[config.mk]
export PLATFORM = sky130hd
export DESIGN_NAME = spx_issue_collect
export DESIGN_NICKNAME = d
export VERILOG_FILES = /design/src/rtl/spx_issue_collect_pkg.sv /design/src/rtl/spx_issue_collect_fifo.sv /design/src/rtl/spx_issue_collect.sv
export SDC_FILE = /design/constraint.sdc
export NUM_CORES = 1
export LEC_CHECK = 0
export CAP_MARGIN = 20
export CELL_PAD_IN_SITES_DETAIL_PLACEMENT = 1
export CELL_PAD_IN_SITES_GLOBAL_PLACEMENT = 1
export CORE_UTILIZATION = 40
export CTS_CLUSTER_DIAMETER = 100
export DETAILED_ROUTE_END_ITERATION = 7
export GPL_TIMING_DRIVEN = 1
export PLACE_DENSITY_LB_ADDON = 0.2
export SETUP_SLACK_MARGIN = 0.15
export SLEW_MARGIN = 20
export SYNTH_ARGS = -nofsm -noshare
export SYNTH_HDL_FRONTEND = slang
export SYNTH_SLANG_ARGS = --single-unit
[constraint.sdc]
create_clock -name clk -period 7.9 [get_ports clk]
set_clock_uncertainty 0.2 [all_clocks]
set_input_delay 1.58 -clock clk [delete_from_list [all_inputs] [get_ports clk]]
set_output_delay 1.58 -clock clk [all_outputs]
set_load 0.05 [all_outputs]
[src/rtl/spx_issue_collect_pkg.sv]
// ============================================================================
// Module : spx_pkg
// Brief  : Shared constants and mode encoding for the softplus/exp issue path.
// Rev    : 1.0  initial release
// ============================================================================
`default_nettype none

package spx_pkg;

  localparam int DW = 16;

  localparam logic [15:0] FP16_ONE     = 16'h3C00;
  localparam logic [15:0] FP16_LN2     = 16'h398C;
  localparam logic [15:0] FP16_INV_LN2 = 16'h3DC5;

  localparam logic MODE_SP = 1'b1;
  localparam logic MODE_EX = 1'b0;

endpackage

`default_nettype wire

[src/rtl/spx_issue_collect_fifo.sv]
// ============================================================================
// Module : spx_fifo
// Brief  : First-word-fall-through result FIFO; head is presented while non-empty.
// Rev    : 1.0  initial release
// ============================================================================
`default_nettype none

module spx_fifo #(
  parameter int DW         = 16,
  parameter int FIFO_DEPTH = 32
) (
  input  logic          clk,
  input  logic          rst,
  input  logic          wr_en,
  input  logic [DW-1:0] wr_data,
  output logic          rd_valid,
  input  logic          rd_ready,
  output logic [DW-1:0] rd_data,
  output logic          full,
  output logic          empty
);
  import spx_pkg::*;

  localparam int AW = $clog2(FIFO_DEPTH);

  logic [DW-1:0] mem [FIFO_DEPTH];
  logic [AW:0]   wr_ptr;
  logic [AW:0]   rd_ptr;
  logic          do_wr;
  logic          do_rd;

  // Extra pointer bit distinguishes full from empty when the indices match.
  assign empty = (wr_ptr == rd_ptr);
  assign full  = (wr_ptr[AW] != rd_ptr[AW]) && (wr_ptr[AW-1:0] == rd_ptr[AW-1:0]);
  assign do_wr = wr_en && !full;
  assign do_rd = rd_ready && !empty;

  assign rd_valid = !empty;
  assign rd_data  = empty ? '0 : mem[rd_ptr[AW-1:0]];

  always_ff @(posedge clk or posedge rst) begin
    if (rst) begin
      wr_ptr <= '0;
      rd_ptr <= '0;
    end else begin
      if (do_wr) wr_ptr <= wr_ptr + 1'b1;
      if (do_rd) rd_ptr <= rd_ptr + 1'b1;
    end
  end

  always_ff @(posedge clk) begin
    if (do_wr) mem[wr_ptr[AW-1:0]] <= wr_data;
  end

endmodule

`default_nettype wire

[src/rtl/spx_issue_collect.sv]
// ============================================================================
// Module : spx_issue_collect
// Brief  : Merges softplus/exp request streams onto the shared fp16 unit and
//          collects its no-stall results into credit-protected per-mode FIFOs.
//          Optional perf counters enabled by SPX_PERF_CNT_EN.
// Rev    : 1.0  initial release
// ============================================================================
`default_nettype none

module spx_issue_collect #(
  parameter int DW         = spx_pkg::DW,
  parameter int FIFO_DEPTH = 32,
  parameter int CW         = $clog2(FIFO_DEPTH + 1)
) (
  input  logic          clk,
  input  logic          rst,
  input  logic          sp_valid_i,
  output logic          sp_ready_o,
  input  logic [DW-1:0] sp_x_i,
  input  logic          ex_valid_i,
  output logic          ex_ready_o,
  input  logic [DW-1:0] ex_x_i,
  output logic          u_valid_o,
  output logic          u_mode_softplus_o,
  output logic [DW-1:0] u_x_o,
  input  logic [DW-1:0] u_y_S_i,
  input  logic          u_valid_S_i,
  input  logic [DW-1:0] u_y_e_i,
  input  logic          u_valid_e_i,
  output logic          sp_valid_o,
  input  logic          sp_ready_i,
  output logic [DW-1:0] sp_y_o,
  output logic          ex_valid_o,
  input  logic          ex_ready_i,
  output logic [DW-1:0] ex_y_o,
`ifdef SPX_PERF_CNT_EN
  output logic [31:0]   perf_sp_o,
  output logic [31:0]   perf_ex_o,
  output logic [31:0]   perf_stall_o,
`endif
  output logic          busy_o,
  output logic          err_o
);
  import spx_pkg::*;

  localparam logic [CW-1:0] CRD_MAX = CW'(FIFO_DEPTH);
  localparam logic [CW-1:0] ONE     = CW'(1);

  logic          elig_sp, elig_ex;
  logic          req_sp, req_ex;
  logic          grant_sp, grant_ex;
  logic          rr_sp;
  logic          pop_sp, pop_ex;
  logic          issue_sp, issue_ex;
  logic          res_sp_ok, res_ex_ok;
  logic          full_sp, full_ex;
  logic          empty_sp, empty_ex;
  logic [CW-1:0] crd_sp, crd_ex;
  logic [CW-1:0] inf_sp, inf_ex;

  // Credits count tokens from grant until output pop, so a granted request
  // always finds FIFO space however long the consumer stalls.
  assign elig_sp = (crd_sp < CRD_MAX);
  assign elig_ex = (crd_ex < CRD_MAX);
  assign req_sp  = sp_valid_i && elig_sp;
  assign req_ex  = ex_valid_i && elig_ex;

  assign grant_sp = req_sp && (!req_ex || rr_sp);
  assign grant_ex = req_ex && (!req_sp || !rr_sp);

  assign sp_ready_o = grant_sp;
  assign ex_ready_o = grant_ex;

  assign pop_sp = sp_valid_o && sp_ready_i;
  assign pop_ex = ex_valid_o && ex_ready_i;

  assign issue_sp = u_valid_o && (u_mode_softplus_o == MODE_SP);
  assign issue_ex = u_valid_o && (u_mode_softplus_o == MODE_EX);

  assign res_sp_ok = u_valid_S_i && (inf_sp != '0);
  assign res_ex_ok = u_valid_e_i && (inf_ex != '0);

  always_ff @(posedge clk or posedge rst) begin
    if (rst) begin
      rr_sp <= 1'b1;
    end else if (grant_sp) begin
      rr_sp <= 1'b0;
    end else if (grant_ex) begin
      rr_sp <= 1'b1;
    end
  end

  always_ff @(posedge clk or posedge rst) begin
    if (rst) begin
      u_valid_o         <= 1'b0;
      u_mode_softplus_o <= 1'b0;
      u_x_o             <= '0;
    end else begin
      u_valid_o <= grant_sp || grant_ex;
      if (grant_sp) begin
        u_mode_softplus_o <= MODE_SP;
        u_x_o             <= sp_x_i;
      end else if (grant_ex) begin
        u_mode_softplus_o <= MODE_EX;
        u_x_o             <= ex_x_i;
      end
    end
  end

  always_ff @(posedge clk or posedge rst) begin
    if (rst) begin
      crd_sp <= '0;
      crd_ex <= '0;
    end else begin
      if (grant_sp && !pop_sp) crd_sp <= crd_sp + ONE;
      else if (!grant_sp && pop_sp) crd_sp <= crd_sp - ONE;
      if (grant_ex && !pop_ex) crd_ex <= crd_ex + ONE;
      else if (!grant_ex && pop_ex) crd_ex <= crd_ex - ONE;
    end
  end

  always_ff @(posedge clk or posedge rst) begin
    if (rst) begin
      inf_sp <= '0;
      inf_ex <= '0;
    end else begin
      if (issue_sp && !res_sp_ok) inf_sp <= inf_sp + ONE;
      else if (!issue_sp && res_sp_ok) inf_sp <= inf_sp - ONE;
      if (issue_ex && !res_ex_ok) inf_ex <= inf_ex + ONE;
      else if (!issue_ex && res_ex_ok) inf_ex <= inf_ex - ONE;
    end
  end

  // Results with nothing in flight (e.g. stale after reset) or landing on a
  // full FIFO are discarded and latched as an error.
  always_ff @(posedge clk or posedge rst) begin
    if (rst) begin
      err_o <= 1'b0;
    end else if ((u_valid_S_i && !res_sp_ok) || (u_valid_e_i && !res_ex_ok) ||
                 (res_sp_ok && full_sp) || (res_ex_ok && full_ex)) begin
      err_o <= 1'b1;
    end
  end

  spx_fifo #(.DW(DW), .FIFO_DEPTH(FIFO_DEPTH)) u_fifo_sp (
    .clk      (clk),
    .rst      (rst),
    .wr_en    (res_sp_ok),
    .wr_data  (u_y_S_i),
    .rd_valid (sp_valid_o),
    .rd_ready (sp_ready_i),
    .rd_data  (sp_y_o),
    .full     (full_sp),
    .empty    (empty_sp)
  );

  spx_fifo #(.DW(DW), .FIFO_DEPTH(FIFO_DEPTH)) u_fifo_ex (
    .clk      (clk),
    .rst      (rst),
    .wr_en    (res_ex_ok),
    .wr_data  (u_y_e_i),
    .rd_valid (ex_valid_o),
    .rd_ready (ex_ready_i),
    .rd_data  (ex_y_o),
    .full     (full_ex),
    .empty    (empty_ex)
  );

  assign busy_o = (inf_sp != '0) || (inf_ex != '0) || !empty_sp || !empty_ex || u_valid_o;

`ifdef SPX_PERF_CNT_EN
  always_ff @(posedge clk or posedge rst) begin
    if (rst) begin
      perf_sp_o    <= '0;
      perf_ex_o    <= '0;
      perf_stall_o <= '0;
    end else begin
      if (grant_sp) perf_sp_o <= perf_sp_o + 32'd1;
      if (grant_ex) perf_ex_o <= perf_ex_o + 32'd1;
      if ((sp_valid_i && !elig_sp) || (ex_valid_i && !elig_ex))
        perf_stall_o <= perf_stall_o + 32'd1;
    end
  end
`endif

endmodule

`default_nettype wire

==> key figures, run 1 <==
Synthesis
  • Predominant post-synthesis flop cell: edfxtp_1
  • Gate Count Post-Synth: 2,163
  • Number of synthesized flops with an enable pin: 1,024
  • Top-count cell post-synth: edfxtp_1
  • Cell Area, Synth: 43,100 sq um
  • Post-synth net total: 2,269
  • Ys async rst share: 6.23%
  • Syn. warnings: 0
  • Yosys cell types: 54
  • Area leader, netlist: edfxtp_1
  • Syn Area/Cell: 19.9 sq um
  • Top cells by area, synth: edfxtp_1 (71%), mux4_2 (10%), dfrtp_1 (3.9%), mux2i_1 (3.0%), a22o_1 (1.3%)
  • Area share of the largest cell type after synthesis: 71.4%
  • Register area share after synthesis: 75.3%
  • Most frequent cells after synthesis: edfxtp_1 (1,024), mux4_2 (193), mux2i_1 (130)
  • #FFs+latches synth: 1,092

Drt
  • DR iter-0 viols: 1,977
  • Final ANT Viol Nets: 0
  • Via density: 5.55
  • Routed wire per std cell: 27.9 microns
  • DRC errors left: 0
  • Drt pass-1 iters: 5
  • Via count: 21,600
  • Final wirelength: 109,000 microns

Die
  • # IOs: 128
  • Core footprint: 107,000 sq um
  • Die width: 330 microns
  • Row count: 120
  • Die area: 109,000 sq um
  • Chip Height: 330 microns
  • Starting density of the core: 40.3%

Clock tree
  • Post-CTS setup buffer count: 0
  • CTS tree: done
  • Root buffer cell: clkbuf_16
  • Hold_buf cts: 0
  • TritonCTS Buffers: 110
  • TritonCTS Sinks: 1,092
  • Clock Pin Slew Worst Setup and Hold Paths: 0.06 ns
  • Post-cts sizing count: 0
  • H-Tree Level Count: 3
  • Clk_lat worst skew: 0.67 ns
  • Clock Path Buffers: 3

Setup path
  • Cell with the most instances on the worst path: buf_4
  • Worst path buffer plus inverter count: 3
  • Crit. path cell count: 7
  • Worst setup EP type: primary output
  • Crit-path slowest cell: clkdlybuf4s50_1
  • Setup crit start kind: flip-flop
  • CP Cell Sequence: buf_4 > nand3_1 > buf_4 > o22ai_1 > a2111oi_1 > nor3_1 > clkdlybuf4s50_1
  • Cell family with most CP delay: buffers and inverters
  • CP arrival: 4.55 ns
  • Critical Path RT: 6.12 ns
  • R2r worst-path depth: 13
  • CP max FO: 37
  • Max stage delay on crit path: 0.91 ns
  • Setup CP Type: reg2out

Layout
  • Non-Filler Instances: 3,894
  • Register Area: 32,500 sq um
  • Area occupied by multi-input gates: 9900 sq um
  • Net count, final: 2,503
  • Fill cells: 9,879
  • P&R area growth vs syn: 15.8%
  • Util after Layout: 46.7%
  • Fraction of layout cells with a size suffix above 1: 21.3%

Global route
  • Vias in the first global route: 23,200
  • Gr usage total: 20.1%
  • First-pass GRT wire length: 158,000 microns
  • Initial antenna violation count: 2
  • Pin count of the biggest net entering global routing: 69
  • GRT overflow: 0

Power and ir drop
  • Pwr/cell area: 384 nW/um^2
  • P_leak: 16.3 nW
  • Maximum VDD drop: 0.385 mV

STA
  • Setup_tns: 0 ns
  • Max_slew headroom: 30.1%
  • Fin crit share: 80.1%
  • RSZ-0062 raised after global routing: false
  • Final hold viol count: 0
  • Fin. max-slew vios: 0
  • FMAX: 158 MHz
  • Actual slew at the worst max-slew pin: 1.05 ns
  • Setup-failing EPs final: 0
  • Hold WS: 0.277 ns
  • Min Tclk post-route: 6.33 ns

Worst hold path
  • Hold crit path type: reg2reg
  • Hold Path Depth: 1

Outcome
  • Status: finished clean

Placement
  • Port Buffers: 127
  • Routability cong.: 0.769
  • Placed cells: 3,688
  • HPWL Detailed: 65,200 microns

Run
  • Max-Cap Viols: 0
-- registers in the layout, indices dropped and copies added (netlist names) --
signal and count:
crd_sp 6, u_fifo_ex.rd_ptr 6, rr_sp 1, u_fifo_ex.mem 512, err_o 1, u_x_o 16, inf_sp 6, inf_ex 6
u_mode_softplus_o 1, u_valid_o 1, crd_ex 6, u_fifo_sp.wr_ptr 6, u_fifo_sp.rd_ptr 6, u_fifo_ex.wr_ptr 6, u_fifo_sp.mem 512
-- area by class of cell --
type,instances,share of cell area [%]
multi-input combinational,930,19.9
timing repair buffer,245,4.31
antenna,1,0.00502
sequential,1092,65.1
inverter,18,0.135
clock inverter,67,1.22
clock buffer,138,5.87
tap,1403,3.52
-- report_power, final --
group	total (mW)	switching [mW]	internal, mW
sequential	7.27	0.401	6.87
combinational	6.77	4.18	2.60
clock	5.13	2.18	2.95
-- final timing paths --
kind	from	end	slack [ns]
max	u_fifo_sp.rd_ptr[1]	sp_y_o[6]	1.57
min	inf_ex[5]	inf_ex[5]	0.28
max reg2reg	u_fifo_ex.rd_ptr[0]	crd_ex[5]	3.38
min reg2reg	inf_ex[5]	inf_ex[5]	0.28
max in group asynchronous	rst	u_fifo_ex.rd_ptr[0]	5.45
min in group asynchronous	rst	u_x_o[2]	1.31
-- metrics by stage --
stage          instance area [sq um]  total power, mW  setup slack (ns)
6_report                       49900             19.2              1.57
3_5_place_dp                   46400             14.3              2.18
2_1_floorplan                  43100             11.9              3.38
3_3_place_gp                   46400             14.1              2.27
5_1_grt                        49900             19.9              1.32
4_1_cts                        49900             19.4              1.40
-- kinds of logic (layout without fill, tap and decap cells) --
kind of cell | after synthesis | after routing | share of synthesized area [%]
DFF | 1092 | 1092 | 75.3
muxes | 330 | 330 | 13.3
and+or+nand+nor | 264 | 264 | 2.80
AOI/OAI and AO/OA | 254 | 254 | 4.81
buffers and inverters | 141 | 468 | 1.74
xor gates and xnor gates | 48 | 48 | 0.976
adders and majority gates | 34 | 34 | 1.06
other | 0 | 1 | 0
-- metal layers --
metal / global-route usage (%) / share of wire, % / vias up
met4: 6.99 / 3.3 / 0
met2: 35.3 / 52 / 500
li1: - / - / 9399
met5: 0 / 0 / -
met1: 25.5 / 41 / 11500
met3: 2.68 / 4.0 / 160
-- layout by cell type (no fill, tap or decap), types with 35 or more instances in the layout --
cell             synthesis  routed
a211oi_1                35      35
a22o_1                  62      62
buf_4                   20     114
clkbuf_16                0     110
clkdlybuf4s50_1          0     118
dfrtp_1                 67      61
edfxtp_1              1024    1024
mux2i_1                130     130
mux4_2                 193     193
nand2_1                 52      52
nor2_1                 110     108
nor3_1                  41      41
o22ai_1                 46      46
No activity file was read; power rests on OpenSTA's default activity.
==> run 2: changes to the inputs <==
clock period = 5.45 ns   (was 7.9 ns; I/O delays follow)
==> run 2 against run 1 <==
- clock-buffer cell count grew 9
- register-to-register slack got worse by 2.5 ns
- worst setup slack got worse by 1.2 ns
- non-clock buffer count rose by 45
- design area grew 0.66%
- cell count rose by 1.2%
- hold slack about the same
- first-iteration DRC count decreased by 15%
==> key figures, run 2 (synthesized netlist as in run 1, its figures left out) <==
Global route
  • First-pass GRT wire length: 161,000 microns (+1.8%)
  • Gr usage total: 20.4% (+0.32 points)
  • Initial antenna violation count: 1 (-1)
  • Pin count of the biggest net entering global routing: 65 (-5.8%)
  • Vias in the first global route: 23,400 (+1.2%)
  • GRT overflow: 0 (unchanged)

Clock tree
  • TritonCTS Sinks: 1,092 (unchanged)
  • Clock Pin Slew Worst Setup and Hold Paths: 0.06 ns (about the same)
  • H-Tree Level Count: 3 (unchanged)
  • Hold_buf cts: 0 (unchanged)
  • Root buffer cell: clkbuf_16
  • Clock Path Buffers: 3 (unchanged)
  • CTS tree: done
  • TritonCTS Buffers: 112 (+1.8%)
  • Clk_lat worst skew: 0.70 ns (+0.03 ns)

Placement
  • DP Area: 46,700 sq um (+0.76%)
  • Placed cells: 3,732 (+1.2%)
  • HPWL Detailed: 67,600 microns (+3.7%)
  • Routability cong.: 0.779 (+1.2%)
  • Port Buffers: 127 (unchanged)

STA
  • Min Tclk post-route: 5.13 ns
  • Setup_tns: 0 ns (unchanged)
  • Final hold viol count: 0 (unchanged)
  • RSZ-0062 raised after global routing: false
  • Setup-failing EPs final: 0 (unchanged)
  • FMAX: 195 MHz
  • Actual slew at the worst max-slew pin: 1.09 ns (+0.0413 ns)
  • Max_slew headroom: 26.8% (-3.3 points)
  • Fin crit share: 94.1%
  • Fin. max-slew vios: 0 (unchanged)

Power and ir drop
  • Maximum VDD drop: 0.567 mV (+47%)
  • Sw frac: 35.6% (+0.31 points)
  • Pwr/cell area: 561 nW/um^2 (+46%)
  • Int Pwr: 18.1 mW (+46%)
  • P_leak: 16.6 nW (+1.5%)
  • Psw: 10.0 mW (+48%)
  • Clk pwr share: 25.9% (-0.9 points)
  • Seq pwr share: 37.5% (-0.4 points)
  • Gate power share: 36.7% (+1.4 points)

Drt
  • Routed wire per std cell: 28.0 microns (+0.25%)
  • DR iter-0 viols: 1,683 (-15%)
  • Via density: 5.52 (-0.44%)
  • Final wirelength: 110,000 microns (+1.5%)
  • Via count: 21,800 (+0.79%)
  • Final ANT Viol Nets: 0 (unchanged)
  • DRC errors left: 0 (unchanged)
  • Drt pass-1 iters: 5 (unchanged)

Setup path
  • R2R setup slack: 0.88 ns (-2.50 ns)
  • Reg-to-Reg End: crd_ex[5]
  • CP max FO: 34 (-8.1%)
  • Setup CP Type: reg2out
  • Worst setup EP type: primary output
  • CP arrival: 3.84 ns (-0.71 ns)
  • Critical Path RT: 4.16 ns (-1.96 ns)
  • R2r worst-path depth: 13 (unchanged)
  • Setup crit start kind: flip-flop
  • Reg-to-reg startpoint: u_fifo_ex.rd_ptr[0]

Die
  • Core footprint: 107,000 sq um (unchanged)
  • Chip Height: 330 microns (unchanged)
  • Die width: 330 microns (unchanged)
  • Starting density of the core: 40.3% (unchanged)
  • # IOs: 128 (unchanged)
  • Die area: 109,000 sq um (unchanged)
  • Row count: 120 (unchanged)

Layout
  • Fraction of layout cells with a size suffix above 1: 23.1% (+1.7 points)
  • Fin area: 50,200 sq um (+0.66%)
  • Non-Filler Instances: 3,942 (+1.2%)
  • Commonest non-fill, non-tap cell in the layout: edfxtp_1
  • Net count, final: 2,550 (+1.9%)
  • Fill cells: 9,899 (+0.20%)
  • Most frequent cells in the layout: edfxtp_1 (1,024), mux4_2 (193), buf_4 (181), mux2i_1 (130), clkbuf_16 (114)
  • P&R area growth vs syn: 16.5%

Run
  • Max-Cap Viols: 0 (unchanged)

Worst hold path
  • Hold Path Depth: 1 (unchanged)
  • Hold crit path type: reg2reg
  • Hold Path End: inf_sp[5]
  • Hold path startpoint: inf_sp[5]

Outcome
  • Status: finished clean
-- run 2: cell count changes in the layout (fill, tap and decap cells not counted), moves of 3 or more --
cell,change
buf_2,-4
buf_12,+9
clkinvlp_4,-3
bufinv_16,-5
clkbuf_8,-3
a2111oi_2,+3
clkinv_2,-11
clkinv_1,+12
clkdlybuf4s50_1,-25
buf_4,+67
clkbuf_16,+4
clkbuf_1,+8
-- run 2: what timing repair did --
action / 4_1_cts / 5_1_grt
cloned: 0 / 0
gates resized for setup: 3 / 1
endpoints found under the setup margin: 3 / 2
setup buffers: 0 / 1
-- run 2: worst max-delay path: stages (launching register included) --
cell and delay, ns:
dfrtp_4 0.84, nand2_1 0.14, or2_2 0.62, o22ai_1 0.28, a2111oi_0 0.10, nor4_1 0.89
buf_12 0.23
-- run 2: stage by stage --
stage	total power, mW	worst slack (ns)	hold slack (ns)	utilization (%)
global route	29.3	0.174	0.308	47.0
finish	28.2	0.323	0.277	47.0
floorplan	17.3	1.42	0.243	-
CTS	28.5	0.155	0.282	47.0
detailed placement	21.2	0.723	0.269	43.7
global placement	20.9	0.827	0.261	43.7
-- run 2: worst max path at each step --
stage / from / end / slack [ns] / depth (start not counted)
after detailed placement: ex_valid_i / sp_ready_o / 0.72 / 5
after global routing: u_fifo_ex.rd_ptr[0] / ex_y_o[15] / 0.17 / 5
after global placement: ex_valid_i / sp_ready_o / 0.83 / 5
after floorplan: u_fifo_sp.rd_ptr[0] / sp_y_o[14] / 1.42 / 8
after CTS: u_fifo_ex.rd_ptr[0] / ex_y_o[0] / 0.15 / 5
final: u_fifo_sp.rd_ptr[2] / sp_y_o[14] / 0.32 / 6
-- run 2: area by class of cell --
cell class	count	area (sq um)	share of cell area [%]
Tap cell	1403	1760	3.50
Antenna cell	3	7.51	0.0150
Inverter	18	67.6	0.135
Clock buffer	147	3020	6.01
Clock inverter	59	438	0.872
Multi-Input combinational cell	930	9920	19.8
Sequential cell	1092	32500	64.7
Timing Repair Buffer	290	2530	5.05
-- run 2: layer usage --
| metal | share of wire (%) | track usage [%] | routed length, microns |
|---|---|---|---|
| met1 | 41 | 25.7 | 45100 |
| met2 | 52 | 36.4 | 57700 |
| met3 | 3.5 | 2.52 | 3890 |
| met4 | 3.2 | 6.87 | 3510 |
| met5 | 0 | 0 | 0 |
-- run 2: power by group through the flow --
stage / Combinational, mW / Sequential (mW) / Clock, mW
3_3_place_gp: 10.2 / 10.7 / 0
2_1_floorplan: 6.69 / 10.6 / 0
3_5_place_dp: 10.4 / 10.8 / 0
4_1_cts: 10.5 / 10.6 / 7.47
5_1_grt: 10.9 / 10.6 / 7.72
6_report: 10.3 / 10.6 / 7.29
==> run 3: changes to the inputs <==
GPL_ROUTABILITY_DRIVEN = 0   (was default)
HOLD_SLACK_MARGIN = 0.02   (was default)
==> results of run 3 <==
Final layout, timing and power as in run 2 (identical DEF).
